<file path="src/rtl/round_key_store.sv">
// round_key_store: holds an expanded round-key schedule (rounds 0..Nr) and streams it to the cipher core.
// Latency: start accepted on edge N shows the first key right after edge N, then one key per cycle.
// Backpressure: key_ready low holds key_data/key_round/key_last; start only accepted when idle with a full schedule.
module round_key_store #(
  parameter int KEY_S  = 128,
  parameter int ADDR_W = 4,
  parameter int DEPTH  = 15
) (
  input  logic              clk,
  input  logic              reset,
  input  logic              wr_en,
  input  logic [ADDR_W-1:0] wr_addr,
  input  logic [KEY_S-1:0]  wr_data,
  input  logic              wr_done,
  input  logic [ADDR_W-1:0] rounds_total,
  input  logic              start,
  input  logic              decrypt,
  output logic              start_ready,
  output logic              sched_valid,
  output logic [KEY_S-1:0]  key_data,
  output logic [ADDR_W-1:0] key_round,
  output logic              key_valid,
  input  logic              key_ready,
  output logic              key_last,
  output logic              aborted
);

  localparam logic [ADDR_W-1:0] NR_MAX = ADDR_W'(DEPTH - 1);
  localparam logic [ADDR_W-1:0] NR_MIN = ADDR_W'(1);
  localparam logic [ADDR_W-1:0] STEP   = ADDR_W'(1);

  typedef enum logic [0:0] {
    IDLE   = 1'b0,
    STREAM = 1'b1
  } state_t;

  state_t            state, state_d;
  logic [KEY_S-1:0]  mem [DEPTH];
  logic [ADDR_W-1:0] nr_q, nr_clamped;
  logic              dir, dir_d;
  logic [ADDR_W-1:0] key_round_d;
  logic              key_valid_d, key_last_d, aborted_d, load_key;
  logic              wr_zero, start_acc;

  // A write to round 0 marks the start of a fresh schedule.
  assign wr_zero     = wr_en && (wr_addr == '0);
  assign start_ready = (state == IDLE) && sched_valid;
  // A simultaneous round-0 write invalidates the schedule, so start is dropped.
  assign start_acc   = start && start_ready && !wr_zero;

  // Clamp the advertised round count into the range the storage can hold.
  always_comb begin
    nr_clamped = rounds_total;
    if (rounds_total > NR_MAX) nr_clamped = NR_MAX;
    else if (rounds_total < NR_MIN) nr_clamped = NR_MIN;
  end

  // Key storage: not reset, out-of-range addresses ignored.
  always_ff @(posedge clk) begin
    if (wr_en && (wr_addr <= NR_MAX)) mem[wr_addr] <= wr_data;
  end

  // Schedule-complete flag and latched round count; wr_done beats a round-0 clear.
  always_ff @(posedge clk or negedge reset) begin
    if (!reset) begin
      sched_valid <= 1'b0;
      nr_q        <= NR_MAX;
    end else if (wr_done) begin
      sched_valid <= 1'b1;
      nr_q        <= nr_clamped;
    end else if (wr_zero) begin
      sched_valid <= 1'b0;
    end
  end

  // Next-state and next-output logic for the streaming FSM.
  always_comb begin
    state_d     = state;
    dir_d       = dir;
    key_round_d = key_round;
    key_valid_d = key_valid;
    key_last_d  = key_last;
    aborted_d   = 1'b0;
    load_key    = 1'b0;
    case (state)
      IDLE: begin
        if (start_acc) begin
          state_d     = STREAM;
          dir_d       = decrypt;
          key_round_d = decrypt ? nr_q : '0;
          key_valid_d = 1'b1;
          key_last_d  = decrypt ? (nr_q == '0) : (nr_q == '0);
          load_key    = 1'b1;
        end
      end
      STREAM: begin
        if (wr_zero) begin
          // New schedule arriving: cancel the stream; a handshake this cycle still counts.
          state_d     = IDLE;
          key_valid_d = 1'b0;
          key_last_d  = 1'b0;
          aborted_d   = 1'b1;
        end else if (key_valid && key_ready) begin
          if (key_last) begin
            state_d     = IDLE;
            key_valid_d = 1'b0;
            key_last_d  = 1'b0;
          end else begin
            key_round_d = dir ? (key_round - STEP) : (key_round + STEP);
            key_last_d  = dir ? (key_round_d == '0) : (key_round_d == nr_q);
            load_key    = 1'b1;
          end
        end
      end
      default: state_d = IDLE;
    endcase
  end

  // FSM state and output registers; key_data is fetched on the same edge the index moves.
  always_ff @(posedge clk or negedge reset) begin
    if (!reset) begin
      state     <= IDLE;
      dir       <= 1'b0;
      key_round <= '0;
      key_data  <= '0;
      key_valid <= 1'b0;
      key_last  <= 1'b0;
      aborted   <= 1'b0;
    end else begin
      state     <= state_d;
      dir       <= dir_d;
      key_round <= key_round_d;
      key_valid <= key_valid_d;
      key_last  <= key_last_d;
      aborted   <= aborted_d;
      if (load_key) key_data <= mem[key_round_d];
    end
  end

endmodule

</file>
<file path="config.mk">
export PLATFORM = sky130hd
export DESIGN_NAME = round_key_store
export DESIGN_NICKNAME = d
export VERILOG_FILES = /design/src/rtl/round_key_store.sv
export SDC_FILE = /design/constraint.sdc
export NUM_CORES = 2
export LEC_CHECK = 0
export ABC_CLOCK_PERIOD_IN_PS = 3230
export CORE_UTILIZATION = 25
export CTS_CLUSTER_SIZE = 8
export DETAILED_ROUTE_END_ITERATION = 8
export DONT_BUFFER_PORTS = 1
export GPL_TIMING_DRIVEN = 0
export SYNTH_ARGS = -nofsm -noshare
export SYNTH_HDL_FRONTEND = slang
export SYNTH_SLANG_ARGS = --single-unit
</file>
<file path="constraint.sdc">
create_clock -name clk -period 3.23 [get_ports clk]
set_clock_uncertainty 0.2 [all_clocks]
set_input_delay 0 -clock clk [delete_from_list [all_inputs] [get_ports clk]]
set_output_delay 0 -clock clk [all_outputs]
set_load 0.03 [all_outputs]
</file>
# Word-level counts from Yosys, hierarchy flattened
# Memory sizes are Yosys's and may differ from the RTL's. A register that Yosys moved wholly into a read port is not among the register bits.
# Cells that the tools add are included.
[word_totals] ram_bits=1920 ff_bits=14 memories=1 inputBits=143
[op_classes] n_addsub=2 mux=34 reduce_logical=15 n_lt_le_gt_ge=3 eq_ne=4 bitwise_logic=1
[memory_table] memory="mem" depth=15 word_bits=128 rd=1 rd_clocked_by_memory_dff=1 wr=1 line="38" text="logic [KEY_S-1:0] mem [DEPTH];"
[ops] op="4-bit 2-to-1 mux" count=8
[ops] op="1-bit 2-to-1 mux" count=21
[ops] op="4-bit zero test" count=3
[ops] op="1-bit one-hot mux with 2 select lines" count=4
[ops] op="4-bit one-hot mux with 2 select lines" count=1
[ops] op="1-bit logical AND" count=6
[ops] op="4-bit by 1-bit adder with 4-bit output (second input constant)" count=1
[ops] op="4-bit == test" count=1
[ops] op="4-bit greater-than comparator (second input constant)" count=1
[ops] op="4-bit <= comparator (second input constant)" count=1
[ops] op="4-bit by 1-bit less-than comparator with 1-bit output (second input constant)" count=1
[ops] op="2-bit AND reduction" count=2
[ops] op="4-bit by 1-bit subtractor with 4-bit output (second input constant)" count=1
[ops] op="3-bit by 1-bit != test with 1-bit output (second input constant)" count=1
[ops] op="3-bit by 2-bit != test with 1-bit output (second input constant)" count=1
[ops] op="3-bit AND reduction" count=1
[ops] op="1-bit zero test" count=2
[ops] op="2-bit != test (second input constant)" count=1
[ops] op="2-bit nonzero test" count=1
[ops] op="1-bit NOT" count=1

# Logic depth before layout (Yosys ltp)
[logic_depth] ltp_word=8 depth_mapped=13

# Worst setup path before layout
# Ideal clock, no wire load.
[synth_timing] path_type="input-to-reg" start="input port wr_addr[3]" end="memory mem[1][0] (enable)" path_stages=2 path_slack_ns=-3.354 arrival_ns=5.767 setup_ns=0.617 cell_sequence="or3b_4 -> nor2_1"
[synth_between] elab_chain_cells=4
[synth_lines] element="from (decl)" line="12" text="input logic [ADDR_W-1:0] wr_addr,"
[synth_lines] element="4-bit <= comparator" line="60" text="if (wr_en && (wr_addr <= NR_MAX)) mem[wr_addr] <= wr_data;"
[synth_lines] element="1-bit logical AND" line="60"
[synth_lines] element="1-bit 2-to-1 mux" line="60"
[synth_lines] element="1-bit 2-to-1 mux (not written as such)" line="60"
[synth_lines] element="to (decl)" line="38"
# Parallel ways exist; a longest one is shown, timed or not.

# Worst setup path after layout
[layout_timing] start="register key_round[2]" end="register key_data[8], read port of mem"
[layout_between] elab_chain_cells=6
[layout_lines] element="from (decl)" line="21" text="output logic [ADDR_W-1:0] key_round,"
[layout_lines] element="from (signal assigned)" line="132" text="key_round <= key_round_d;"
[layout_lines] element="4-bit by 1-bit adder with 4-bit output or 4-bit by 1-bit subtractor with 4-bit output (tied branches)" line="109" text="key_round_d = dir ? (key_round - STEP) : (key_round + STEP);"
[layout_lines] element="4-bit 2-to-1 mux" line="109"
[layout_lines] element="4-bit 2-to-1 mux" line="104" text="if (key_last) begin"
[layout_lines] element="4-bit 2-to-1 mux" line="103" text="end else if (key_valid && key_ready) begin"
[layout_lines] element="4-bit 2-to-1 mux" line="97" text="if (wr_zero) begin"
[layout_lines] element="4-bit one-hot mux with 2 select lines *" line="85" text="case (state)"
[layout_lines] element="to (decl)" line="20" text="output logic [KEY_S-1:0] key_data,"
# Mark *: on every way between the ends. The rest lies on a longest branch, timed or not.
# A chain may end at the register's enable or synchronous reset.

==> reports/qor.txt <==
Mean cell area of the mapped netlist = 21.1 um2
Detailed Routing Iterations Pass 1 = 9
Max_slew headroom = 25.1%
Die ar. = 313000 um2
CTS Root Cell = clkbuf_16
# IOs = 280
Top post-synthesis cells by count = edfxtp_1 (1920), mux4_2 (384), nor2_1 (149), dfrtp_1 (139), a21oi_1 (136)
Global-route wire length before repair = 314000 um
Post-synthesis simple-gate area fraction = 1.87%
Area delta synth->final = 27.5%
Tot Pwr = 100 mW
Unrepaired setup endpoints after global routing = yes
Final Core Density = 32.0%
Synth Cell Area = 77600 um2
Vias per inst = 4.61
Layout Nets = 4536
Final worst setup slack = -0.181 ns
Fin. max-slew vios = 0
Seq/Total Area, Yosys = 78.9%
DRT antenna net count = 0
Critical Path End Type = flop
Initial antenna violation count = 29
Synth async-reset ratio = 6.89%
Total CTS buffers = 297
Post-Syn Nets = 3822
I/O Buffers = 0
Post-layout minimum cycle time = 3.41 ns
Largest net degree at the start of global routing = 143
Post-Synth XOR/XNOR Area = 0.0677%
Gr ovfl total = 0
CP Max Fanout = 10
Worst EP required = 3.71 ns
Slew @ Worst Pin = 1.12 ns
Top-count cell post-synth = edfxtp_1
Initial Utilization = 25.1%
Clock Sinks = 2062
Place WS = -2.11 ns
Critical path class = reg -> reg
Instance count of the mapped netlist = 3675
Crit share post-route = 106%
CP arrival = 3.90 ns
Final std cells w/o fill = 8735
Core Rows = 204
Largest family of logic cells by synthesized area = multiplexers
Iteration-0 DRC Markers = 3541
Outcome = finished with violations
Post-synth EDFFs = 1920
Final setup violation count = 128
Yosys Warn Count = 0
Synth Flop Type = edfxtp_1
FF+latch count, synth = 2062
Die span in x = 559 um
DRC errors left = 90
Final wirelength = 223000 um
Highest clock rate = 293 MHz
Tot GR Track Use = 13.8%
Startpoint Class = flop
Area share of the largest cell type after synthesis = 74.3%
CTS HTree Levels = 5
Leak = 31.2 nW
Synth area leaders = edfxtp_1 (74%), mux4_2 (11%), dfrtp_1 (4.5%), mux2i_1 (1.6%), a22oi_1 (1.2%)
Synth Area in Compound Gates = 4.57%
CTS max path bufs = 4
Yosys top cell by area = edfxtp_1
Die Y = 559 um
Worst hold slack = 0.0246 ns
Final hold violation count = 0
Multiplexer share of the synthesized area = 12.9%
Post-DP HPWL = 141000 um
P per Cell Area = 1010 nW/um2
WL/cell = 25.5 um
Max Cap Viol = 0
Peak supply drop = 0.589 mV
Worst Hold Class = in -> reg
CTS clock-pin slew for the worst setup and hold paths = 0.05 ns
Share of layout cells above drive strength 1 = 27.5%
Yosys cell types = 56
Number of global-route vias before repair = 42700
Placed Cells = 7879
CORE AREA = 309000 um2
Failing checks = design-rule violations, negative setup slack
Vias post-DR = 40200
Routability cong. = 0.722
Adder-cell share of the synthesized area = 0.0742%
Clock Latency Late Sink = 0.86 ns
CTS tree = built
==> worst max-delay path, stage by stage, from the launching register on <==
cell and delay (ns):
dfrtp_4 0.57, ha_4 0.36, a21oi_4 0.07, a211o_1 0.30
a21oi_2 0.20, or3_4 0.16, buf_12 0.16, buf_16 0.22
buf_12 0.17, buf_12 0.14, mux4_2 0.30, a22oi_2 0.20
a31oi_1 0.11
==> per-stage QoR <==
step	area (um2)	TNS, ns
floorplan	77700	-461.59
global placement	82800	-5102.24
detailed placement	84600	-213.08
CTS	97800	-18.22
global route	98900	-24.89
finish	98900	-15.18
==> routing by layer <==
metal | track usage, % | vias to the layer above | wire [um]
met5 | 0 | - | 160
met4 | 4.79 | 24 | 6960
met3 | 3.27 | 373 | 17000
met2 | 22.7 | 1481 | 107000
met1 | 17.9 | 21400 | 91400
li1 | - | 16900 | -
==> flip-flops by register name, indices dropped and copies added, names as in the netlist <==
name / cells
state: 1
mem: 1920
sched_valid: 1
dir: 1
key_data: 128
key_last: 1
aborted: 1
nr_q: 4
key_round: 4
key_valid: 1
==> layout by cell type, fill, tap and decap left out, types with 5 or more instances in the layout <==
cell	count
clkbuf_4	16
a21oi_2	82
clkbuf_1	217
a211oi_2	43
edfxtp_1	1920
buf_4	42
a31oi_1	127
buf_2	21
dlygate4sd3_1	295
nor3_1	128
mux2i_1	126
inv_6	5
diode_2	14
buf_12	118
a22oi_1	90
clkinv_16	6
a21oi_1	31
nor2_1	135
inv_16	6
mux2_2	7
a22oi_2	40
buf_6	48
a21oi_4	23
buf_16	14
nor2_4	17
a211oi_1	85
clkinv_8	6
nand2_1	12
buf_8	8
dfrtp_1	133
clkbuf_16	309
clkbuf_2	34
mux4_2	384
==> logic make-up after synthesis <==
family / count (synthesis)
flip-flops: 2062
adder cells (fa/ha/maj): 4
multiplexers: 520
XOR/XNOR: 6
buffers and inverters: 232
AND/OR/NAND/NOR: 315
AO/OA/AOI/OAI: 536
==> repair_timing <==
action,4_1_cts,5_1_grt
gates cloned,4,7
hold endpoints to repair,3458,45
setup buffers,19,7
pin swaps,78,28
setup endpoints to repair,130,128
resized for setup,363,192
hold buffers,293,5
==> power breakdown <==
part           internal, mW  switching [mW]
combinational          16.1            21.0
sequential             30.7            3.24
clock                  17.6            11.5
==> area by class of cell <==
type / count / area, um2
clock inverter: 26 / 482
timing repair buffer: 419 / 5360
clock buffer: 485 / 8260
multi-input combinational: 1381 / 16300
tap: 4120 / 5150
inverter: 5 / 57.6
fill: 29400 / 210000
buffer: 223 / 2080
antenna: 14 / 35.0
sequential: 2062 / 61200
==> final timing paths <==
check,startpoint,to,slack [ns],cells past startpoint
setup / recovery,key_round[2]$_DFF_PN0_,key_data[8]$_DFFE_PN0P_,-0.18,12
hold / removal,wr_addr[2],mem[0][117]$_DFFE_PP_,0.02,4
setup reg to reg,key_round[2]$_DFF_PN0_,key_data[8]$_DFFE_PN0P_,-0.18,12
hold reg to reg,key_data[115]$_DFFE_PN0P_,key_data[115]$_DFFE_PN0P_,0.51,2
max in group asynchronous,reset,key_data[99]$_DFFE_PN0P_,1.72,3
min in group asynchronous,reset,key_data[22]$_DFFE_PN0P_,0.18,3
Note: power is estimated with default switching activity, not from simulation.
